===== src/rtl/pipe_hazard_ctrl.sv =====
// Hazard controller for the ID stage: load-use / RAW stalls, branch flushes and
// operand-forward selects. Forwarding is built only when HAZARD_FWD_EN is defined.
module pipe_hazard_ctrl #(
    parameter int LU_STALL = 1
) (
    input  logic       cpu_clk,
    input  logic       cpu_rst_n,
    input  logic [4:0] rs1_ID,
    input  logic [4:0] rs2_ID,
    input  logic       rs1_used_ID,
    input  logic       rs2_used_ID,
    input  logic [4:0] wR_EX,
    input  logic [4:0] wR_MEM,
    input  logic [4:0] wR_WB,
    input  logic       rf_we_EX,
    input  logic       rf_we_MEM,
    input  logic       rf_we_WB,
    input  logic       ld_EX,
    input  logic       br_taken_EX,
    output logic       pc_stall,
    output logic       if_id_stall,
    output logic       if_id_flush,
    output logic       id_ex_flush,
    output logic [1:0] fwd_a_sel,
    output logic [1:0] fwd_b_sel,
    output logic       hz_busy,
    output logic [1:0] hz_state,
    output logic [5:0] hz_hit,
    output logic       hz_ld_use
);

    typedef enum logic [1:0] {
        ST_RUN   = 2'd0,
        ST_STALL = 2'd1,
        ST_FLUSH = 2'd2
    } state_t;

    localparam logic [1:0] CNT_LOAD = 2'(LU_STALL - 1);
`ifdef HAZARD_FWD_EN
    localparam bit FWD_EN = 1'b1;
`else
    localparam bit FWD_EN = 1'b0;
`endif

    state_t     state;
    logic [1:0] cnt;
    logic       stall_cond;
    logic       hit_ex_a, hit_ex_b, hit_mem_a, hit_mem_b, hit_wb_a, hit_wb_b;

    // Register 0 is hard-wired, so it never matches a producer.
    assign hit_ex_a  = rf_we_EX  && (wR_EX  != 5'd0) && (wR_EX  == rs1_ID) && rs1_used_ID;
    assign hit_ex_b  = rf_we_EX  && (wR_EX  != 5'd0) && (wR_EX  == rs2_ID) && rs2_used_ID;
    assign hit_mem_a = rf_we_MEM && (wR_MEM != 5'd0) && (wR_MEM == rs1_ID) && rs1_used_ID;
    assign hit_mem_b = rf_we_MEM && (wR_MEM != 5'd0) && (wR_MEM == rs2_ID) && rs2_used_ID;
    assign hit_wb_a  = rf_we_WB  && (wR_WB  != 5'd0) && (wR_WB  == rs1_ID) && rs1_used_ID;
    assign hit_wb_b  = rf_we_WB  && (wR_WB  != 5'd0) && (wR_WB  == rs2_ID) && rs2_used_ID;

    assign hz_hit    = {hit_wb_b, hit_wb_a, hit_mem_b, hit_mem_a, hit_ex_b, hit_ex_a};
    assign hz_ld_use = ld_EX && (hit_ex_a || hit_ex_b);
    assign hz_state  = state;

    always_comb begin
        stall_cond = 1'b0;
`ifdef HAZARD_FWD_EN
        stall_cond = ld_EX && (hit_ex_a || hit_ex_b);
`else
        stall_cond = hit_ex_a || hit_ex_b || hit_mem_a || hit_mem_b;
`endif
    end

    // Outputs are combinational so a stall lands on the same edge it is seen.
    always_comb begin
        pc_stall    = 1'b0;
        if_id_stall = 1'b0;
        if_id_flush = 1'b0;
        id_ex_flush = 1'b0;
        hz_busy     = 1'b0;
        if (cpu_rst_n) begin
            hz_busy = (state != ST_RUN);
            if (br_taken_EX) begin
                if_id_flush = 1'b1;
                id_ex_flush = 1'b1;
            end else if ((state == ST_STALL) || ((state == ST_RUN) && stall_cond)) begin
                pc_stall    = 1'b1;
                if_id_stall = 1'b1;
                id_ex_flush = 1'b1;
            end
        end
    end

    always_comb begin
        fwd_a_sel = 2'd0;
        fwd_b_sel = 2'd0;
`ifdef HAZARD_FWD_EN
        // The FLUSH cycle carries a killed ID slot, so nothing is forwarded.
        if (cpu_rst_n && !pc_stall && (state != ST_FLUSH)) begin
            if (hit_ex_a)       fwd_a_sel = 2'd1;
            else if (hit_mem_a) fwd_a_sel = 2'd2;
            else if (hit_wb_a)  fwd_a_sel = 2'd3;
            if (hit_ex_b)       fwd_b_sel = 2'd1;
            else if (hit_mem_b) fwd_b_sel = 2'd2;
            else if (hit_wb_b)  fwd_b_sel = 2'd3;
        end
`endif
    end

    // cnt counts the remaining STALL cycles; it reaches 0 on the exit edge.
    always_ff @(posedge cpu_clk or negedge cpu_rst_n) begin
        if (!cpu_rst_n) begin
            state <= ST_RUN;
            cnt   <= 2'd0;
        end else if (br_taken_EX) begin
            state <= ST_FLUSH;
            cnt   <= 2'd0;
        end else begin
            case (state)
                ST_RUN: begin
                    if (stall_cond && FWD_EN && (LU_STALL > 1)) begin
                        state <= ST_STALL;
                        cnt   <= CNT_LOAD;
                    end
                end
                ST_STALL: begin
                    if (cnt <= 2'd1) begin
                        state <= ST_RUN;
                        cnt   <= 2'd0;
                    end else begin
                        cnt <= cnt - 2'd1;
                    end
                end
                ST_FLUSH: begin
                    state <= ST_RUN;
                end
                default: begin
                    state <= ST_RUN;
                    cnt   <= 2'd0;
                end
            endcase
        end
    end

endmodule

===== config.mk =====
export PLATFORM = sky130hd
export DESIGN_NAME = pipe_hazard_ctrl
export DESIGN_NICKNAME = d
export VERILOG_FILES = /design/src/rtl/pipe_hazard_ctrl.sv
export SDC_FILE = /design/constraint.sdc
export NUM_CORES = 1
export LEC_CHECK = 0
export ABC_AREA = 1
export CAP_MARGIN = 20
export CORE_MARGIN = 4
export CORE_UTILIZATION = 35
export CTS_CLUSTER_SIZE = 25
export DETAILED_ROUTE_END_ITERATION = 10
export GPL_ROUTABILITY_DRIVEN = 1
export GPL_TIMING_DRIVEN = 0
export PLACE_DENSITY_LB_ADDON = 0.3
export SLEW_MARGIN = 20
export SYNTH_ARGS = -nofsm -noshare
export SYNTH_HDL_FRONTEND = slang
export SYNTH_SLANG_ARGS = --single-unit
export TNS_END_PERCENT = 1

===== constraint.sdc =====
create_clock -name cpu_clk -period 2 [get_ports cpu_clk]
set_clock_uncertainty 0.1 [all_clocks]
set_input_delay 0.5 -clock cpu_clk [delete_from_list [all_inputs] [get_ports cpu_clk]]
set_output_delay 0.5 -clock cpu_clk [all_outputs]
set_load 0.01 [all_outputs]

Word-level counts from Yosys, hierarchy flattened:

Cells that the tools add are included.

* flip-flop bits (word level): 4
* input port bits: 34
* word-level logic and storage cells: 57

* add/subtract/negate cells: 1
* $lt $le $gt $ge: 1
* equal/unequal tests: 11
* mux-type cells: 14
* reduce and logical (&&, ||, !) cells: 28

Operators with widths (count)
* == test 5 bit: 6
* logical AND 1 bit: 17
* nonzero test 5 bit: 3
* two-way mux 1 bit: 8
* two-way mux 2 bit: 4
* case mux 2 bit (2 select lines): 2
* logical OR 1 bit: 4
* inequality test 3 x 2 -> 1 bit, second input constant: 1
* == test 2 x 1 -> 1 bit, second input constant: 1
* == test 2 bit, second input constant: 1
* <= comparator 2 x 1 -> 1 bit, second input constant: 1
* logical NOT 2 bit: 1
* inequality test 2 x 1 -> 1 bit, second input constant: 1
* inequality test 2 bit, second input constant: 1
* AND reduction 2 bit: 1
* nonzero test 2 bit: 1
* OR reduction 2 bit: 1
* subtractor 2 x 1 -> 2 bit, second input constant: 1

Logic depth before layout (Yosys ltp):

Gate-level depths: netlist of the first run.

* depth after elaboration: 12
* gate-level depth with buffers: 10
* gate-level depth less buffers: 9

Worst setup path after synthesis of the first run:

No wires, ideal clock.

* kind: input-to-output
* start point: input port wR_EX[3]
* end point: output port pc_stall
* arrival: 1.386 ns
* setup slack: 0.014 ns
* stages on the path: 9
* buffers on the path: 1
* cell sequence: inv_1 -> a21oi_1 -> nand2_1 -> nor2_1 -> nand3_2 -> nand2_1 -> nor2_2 -> nor3_2 -> buf_4

* word-level cells in the longest chain between the ends: 12
* elaborated cells on any way between the ends: 16
* classes of those cells: 2 x eq/ne; 3 x mux; 11 x reduce/logical

Ends and longest elaborated chain
* start: declaration: line 12 `input logic [4:0] wR_EX,`
* nonzero test 5 bit: line 51, 52
* logical AND 1 bit: line 51, 52
* logical AND 1 bit, on equally long branches (2 in series): line 51, 52
* logical OR 1 bit * (3 in series): line 67 `stall_cond = hit_ex_a || hit_ex_b || hit_mem_a || hit_mem_b;`
* logical AND 1 bit *: line 83 `end else if ((state == ST_STALL) || ((state == ST_RUN) && stall_cond)) begin`
* logical OR 1 bit *: line 83
* two-way mux 1 bit * (3 in series)
* end: declaration: line 20 `output logic pc_stall,`

Mark *: on every way between the ends. The rest lies on a longest branch, timed or not.

Worst setup path after layout of the first run:

* start point: input port rs1_ID[4]
* end point: output port pc_stall

* word-level cells in the longest chain between the ends: 11
* elaborated cells on any way between the ends: 14
* classes of those cells: 2 x eq/ne; 3 x mux; 9 x reduce/logical

Ends and longest elaborated chain
* start: declaration: line 8 `input logic [4:0] rs1_ID,`
* == test 5 bit: line 51 `assign hit_ex_a = rf_we_EX && (wR_EX != 5'd0) && (wR_EX == rs1_ID) && rs1_used_ID;`
* logical AND 1 bit (2 in series): line 51
* logical OR 1 bit: line 67
* logical OR 1 bit * (2 in series): line 67
* logical AND 1 bit *: line 83
* logical OR 1 bit *: line 83
* two-way mux 1 bit *: line 83
* two-way mux 1 bit *: line 80 `if (br_taken_EX) begin`
* two-way mux 1 bit *: line 78 `if (cpu_rst_n) begin`

Marks and branches as above.

==> metrics.yaml, run 1 <==
routed.top_layer: "met3"
grt_pass1_vias: 1038
rsz0062_at_grt: "true"
die_h_um: 54.0
synth_mux_area_share_pct: 0
place_area_um2: 1250
gr-usage-all-layers_pct: 18.6
fin_ws_ns: -0.145
final_nets: 239
path_max_fanout: 4
grt_max_degree: 7
wl_met2_um: 1430
dr_total_vias: 1054
avgSynthCellArea_um2: 4.96
finalInstanceArea_um2: 1390
end_kind: "output pin"
synth_top_cell_area_share_pct: 23.4
drt_pre_antenna_iters: 4
outcome: "finished, violations left"
rows: 16
largest_reg_flops: 1
preCtsSetupSlack_ns: -1.06
pwr-share-clk_pct: 0
drt_iter0_drc: 22
synthToLayoutAreaGrowth_pct: 87.8
final_max_slew_viol_count: 0
drive_gt1_share_pct: 51.2
power_frac_seq_pct: 8.4
ant_nets: 0
die_area_um2: 2910
worstPathArrival_ns: 1.54
n_fill_cell: 172
ys_seq_elements: 1
synthArstFlopShare_pct: 100
met1Wirelength_um: 1090
viasPerCell: 4.58
fp.dieW_um: 54.0
overflow: 0
final_hold_viol_count: 0
grt_pass1_wl_um: 4150
p_leak_nw: 0.780
period_needed_ns: 2.14
ys_seq_area_share_pct: 3.38
diodes: 0
wl_per_cell_um: 11.6
wl_met3_um: 129
ys_types: 24
hold_ws_ns: 0.331
clkTransAtPathRegs_ns: 0
comb_power_share_pct: 91.6
ys_warn_count: 0
yosys.area_share.xor_xnor_pct: 8.29
fp.coreArea_um2: 1980
finalSetupViolCount: 9
ys.flop_type: "dfrtp_1"
dp.cells: 226
ys_top_cells_by_area: "nand2_1 (23%), inv_1 (14%), buf_4 (12%)"
hold_path_class: "input port to asynchronous set/reset pin"
yosys-top-cells-count: "nand2_1 (46), inv_1 (28), nor2_1 (17)"
fmax_mhz: 466
syn_area_um2: 739
synth-edff-count: 0
critPathLaunch: "rs1_ID[4]"
peakVddDrop_uv: 136
instances_no_fill: 230
pin_count: 52
yosys.area_share.simple_pct: 47.5
dp_hpwl_um: 2090
drt-total-wl_um: 2660
worstSetupPathType: "input port to output pin"
gp_congestion: 0.886
intPower_mw: 0.141
fin_crit_sh_pct: 107
synth_top_family_by_area: "simple AND/OR/NAND/NOR gates"
synth_top_area_cell: "nand2_1"
startpoint_type: "input port"
maxCapViolCount: 0
yosys.area_share.adder_pct: 0
p_per_area_nw_per_um2: 192
synth-compound-area-share_pct: 11.8
synth_cells: 149
antenna_found_initial: 0
p_sw_share_pct: 47.1
crit_required_ns: 1.40
utilization_pct: 70.1
port-buffer-count: 46
hold_buffers: 0
initial_core_util_pct: 37.3
violations: "negative setup slack"
p_sw_mw: 0.126
synth_most_common_cell: "nand2_1"
drc_errors: 0
==> power by group through the flow <==
stage          Sequential, mW  Clock [mW]  Combinational [mW]
6_report               0.0224           0               0.244
5_1_grt                0.0226           0               0.266
4_1_cts                0.0224           0               0.212
3_5_place_dp           0.0223           0               0.208
3_3_place_gp           0.0223           0               0.203
2_1_floorplan          0.0229           0              0.0943
==> cells in the final DEF, fill, tap and decap left out, drive strengths merged <==
| master | n |
|---|---|
| buf | 48 |
| nand2 | 46 |
| inv | 31 |
| nor2 | 18 |
| nand3 | 11 |
| dlygate4sd2 | 6 |
| a21oi | 6 |
| o21ai | 6 |
| conb | 5 |
| xnor2 | 4 |
| clkdlybuf4s50 | 4 |
| nor3 | 3 |
| xor2 | 3 |
| clkdlybuf4s15 | 3 |
| clkbuf | 2 |
| a21boi | 1 |
| o211ai | 1 |
| o2111ai | 1 |
| nor4 | 1 |
| or2 | 1 |
| nand4 | 1 |
| dfrtp | 1 |
==> critical path, stage by stage <==
cell     delay (ns)
buf_8          0.10
inv_4          0.05
nand2_2        0.05
nand2_2        0.08
nand2_2        0.06
nor2_2         0.11
nand3_2        0.09
nand2_2        0.10
nor2_4         0.04
nor3_2         0.13
buf_4          0.14
buf_6          0.09
==> worst paths after layout <==
| check | endpoint | cells past startpoint | slack, ns |
|---|---|---|---|
| max | pc_stall | 12 | -0.14 |
| min in group cpu_clk | hz_state[1] | 2 | 1.01 |
| max in group asynchronous | hz_state[1] | 1 | 1.32 |
| min | hz_state[1] | 1 | 0.33 |
==> through the flow <==
stage	power (mW)	setup TNS, ns
finish	0.267	-0.514
global placement	0.225	-8.99
detailed placement	0.230	-9.26
global route	0.289	-1.31
floorplan	0.117	0
CTS	0.235	-0.740
==> timing repair <==
item	4_1_cts	5_1_grt
pin swaps	29	27
buffers inserted	5	0
gates resized for setup	196	42
setup endpoints to repair	12	11
==> final cells by class <==
| class | count | area [µm²] | area share [%] |
|---|---|---|---|
| multi-input combinational | 108 | 639 | 46.0 |
| tap | 27 | 33.8 | 2.43 |
| buffer | 12 | 86.3 | 6.22 |
| inverter | 31 | 139 | 10.0 |
| timing repair buffer | 51 | 465 | 33.5 |
| sequential | 1 | 25.0 | 1.80 |
==> cells by family (layout without fill, tap and decap cells) <==
kind of cell | Yosys count | after routing
AND/OR/NAND/NOR | 81 | 81
buffers and inverters | 44 | 94
AO/OA/AOI/OAI | 15 | 15
XOR/XNOR | 7 | 7
other | 1 | 5
flip-flops | 1 | 1
==> metal layers <==
layer | global-route usage (%) | vias to the layer above
li1 | - | 545
met1 | 22.6 | 481
met2 | 35.7 | 28
met3 | 0.554 | 0
met4 | 3.40 | 0
met5 | 0 | -
Power figures use the tool's default switching activity.
==> run 2: changes to the inputs <==
Settings changed: CELL_PAD_IN_SITES_DETAIL_PLACEMENT from default to 0, CELL_PAD_IN_SITES_GLOBAL_PLACEMENT from default to 1, CORE_UTILIZATION 35 to 21.
==> metrics.yaml, run 2 (synthesis results as in run 1) <==
violations: "negative setup slack"  # unchanged
initial_core_util_pct: 22.0  # was 37.3%
grt_max_degree: 7  # unchanged
critPathMaxStageDelay_ns: 0.14  # about the same
fp.coreArea_um2: 3360  # was 1980 µm²
crit_required_ns: 1.40  # about the same
dr_total_vias: 1032  # was 1054
ant_nets: 0  # unchanged
hold_buffers: 0  # unchanged
final_max_slew_viol_count: 0  # unchanged
outcome: "finished, violations left"  # unchanged
wl_per_cell_um: 10.4  # was 11.6 µm
rsz0062_at_grt: "true"  # unchanged
fin_ws_ns: -0.137  # was -0.145 ns
layout_common_cells: "nand2_1 (38), buf_4 (23), buf_6 (14)"  # was nand2_1 (33), buf_4 (23), inv_1 (15)
routed.top_layer: "met3"  # unchanged
fmax_mhz: 468  # was 466 MHz
drc_errors: 0  # unchanged
gp_congestion: 0.748  # was 0.886
die_h_um: 67.3  # was 54.0 µm
period_needed_ns: 2.14  # about the same
totalPowerFinal_mw: 0.250  # was 0.267 mW
pin_count: 52  # unchanged
diodes: 0  # unchanged
drt-total-wl_um: 2590  # was 2660 µm
overflow: 0  # unchanged
n_fill_cell: 401  # was 172
path_cells: "buf_8 -> inv_4 -> nand2_2 -> nand2_1 -> nand2_1 -> nor2_1 -> nand3_2 -> nand2_2 -> nor2_4 -> nor3_2 -> buf_4 -> buf_6"  # was buf_8 -> inv_4 -> nand2_2 -> nand2_2 -> nand2_2 -> nor2_2 -> nand3_2 -> nand2_2 -> nor2_4 -> nor3_2 -> buf_4 -> buf_6
grt_pass1_wl_um: 4000  # was 4150 µm
drt_iter0_drc: 20  # was 22
port-buffer-count: 46  # unchanged
final_nets: 240  # was 239
wl_met3_um: 169  # was 129 µm
antenna_found_initial: 0  # unchanged
clkTransAtPathRegs_ns: 0  # about the same
utilization_pct: 40.9  # was 70.1%
crit_buf_inv: 4  # unchanged
maxCapViolCount: 0  # unchanged
largest_reg_flops: 1  # unchanged
startpoint_type: "input port"  # unchanged
final_hold_viol_count: 0  # unchanged
wl_met2_um: 1360  # was 1430 µm
met1Wirelength_um: 1070  # was 1090 µm
synthToLayoutAreaGrowth_pct: 86.0  # was 87.8%
finalSetupViolCount: 9  # unchanged
viasPerCell: 4.13  # was 4.58
hold_ws_ns: 0.328  # was 0.331 ns
worstPathArrival_ns: 1.54  # about the same
p_leak_nw: 0.770  # was 0.780 nW
worst_path_max_delay_cell: "buf_4"  # unchanged
hold_path_class: "input port to asynchronous set/reset pin"  # unchanged
cp_top_family: "simple AND/OR/NAND/NOR gates"  # unchanged
dp_hpwl_um: 2210  # was 2090 µm
fin_crit_sh_pct: 107  # about the same
worstSetupPathType: "input port to output pin"  # unchanged
final_common_cell: "nand2_1"  # unchanged
rows: 21  # was 16
critPathLaunch: "rs2_ID[4]"  # was rs1_ID[4]
peakVddDrop_uv: 56.8  # was 136 µV
path_max_fanout: 4  # unchanged
fp.dieW_um: 67.3  # was 54.0 µm
drive_gt1_share_pct: 49.5  # was 51.2%
gr-usage-all-layers_pct: 10.9  # was 18.6%
drt_pre_antenna_iters: 4  # unchanged
p_per_area_nw_per_um2: 182  # was 192 nW/µm²
end_kind: "output pin"  # unchanged
die_area_um2: 4530  # was 2910 µm²
grt_pass1_vias: 949  # was 1038
[run 2: cell count changes in the layout (fill, tap and decap cells not counted), moves of 2 or more]
cell	before	now
nand2_1	33	38
nand2_2	13	8
buf_2	8	11
buf_8	4	2
inv_1	15	13
inv_2	9	11
[run 2: per-layer routing]
| metal | vias up | track usage, % |
|---|---|---|
| li1 | 545 | - |
| met1 | 459 | 14.7 |
| met2 | 28 | 20.2 |
| met3 | 0 | 0.499 |
| met4 | 0 | 0 |
| met5 | - | 0 |
[run 2: layout make-up]
class | instances | area [µm²] | share of cell area (%)
Buffer | 12 | 90.1 | 6.55
Inverter | 31 | 134 | 9.74
Multi-Input combinational cell | 108 | 617 | 44.9
Sequential cell | 1 | 25.0 | 1.82
Tap cell | 46 | 57.6 | 4.19
Timing Repair Buffer | 52 | 452 | 32.8
[run 2: repair_timing]
action / 4_1_cts / 5_1_grt
setup buffers: 5 / 1
hold endpoints to repair: 0 / 0
setup endpoints to repair: 12 / 11
pin swaps: 28 / 32
resized for setup: 189 / 37
[run 2: final timing paths]
path / endpoint / cells after the start / slack (ns)
worst max-delay path: pc_stall / 12 / -0.14
max in group asynchronous: hz_state[1] / 1 / 1.33
worst min-delay path: hz_state[1] / 1 / 0.33
min in group cpu_clk: hz_state[1] / 2 / 1.02
[run 2: power breakdown]
part	total [mW]	switching [mW]	leakage, nW	internal [mW]
combinational	0.228	0.117	0.758	0.110
sequential	0.0224	0.000720	0.0117	0.0216
clock	0	0	0	0
total	0.250	0.118	0.770	0.132
[run 2: through the flow]
step | setup WS, ns | cells | instance area [µm²] | TNS, ns
after CTS | -0.211 | 249 | 1270 | -0.811
after global placement | -1.08 | 245 | 1270 | -9.35
after detailed placement | -1.09 | 245 | 1270 | -9.43
after global routing | -0.191 | 250 | 1380 | -1.17
final | -0.137 | 250 | 1380 | -0.416
after floorplan | 0.0142 | 153 | 754 | 0
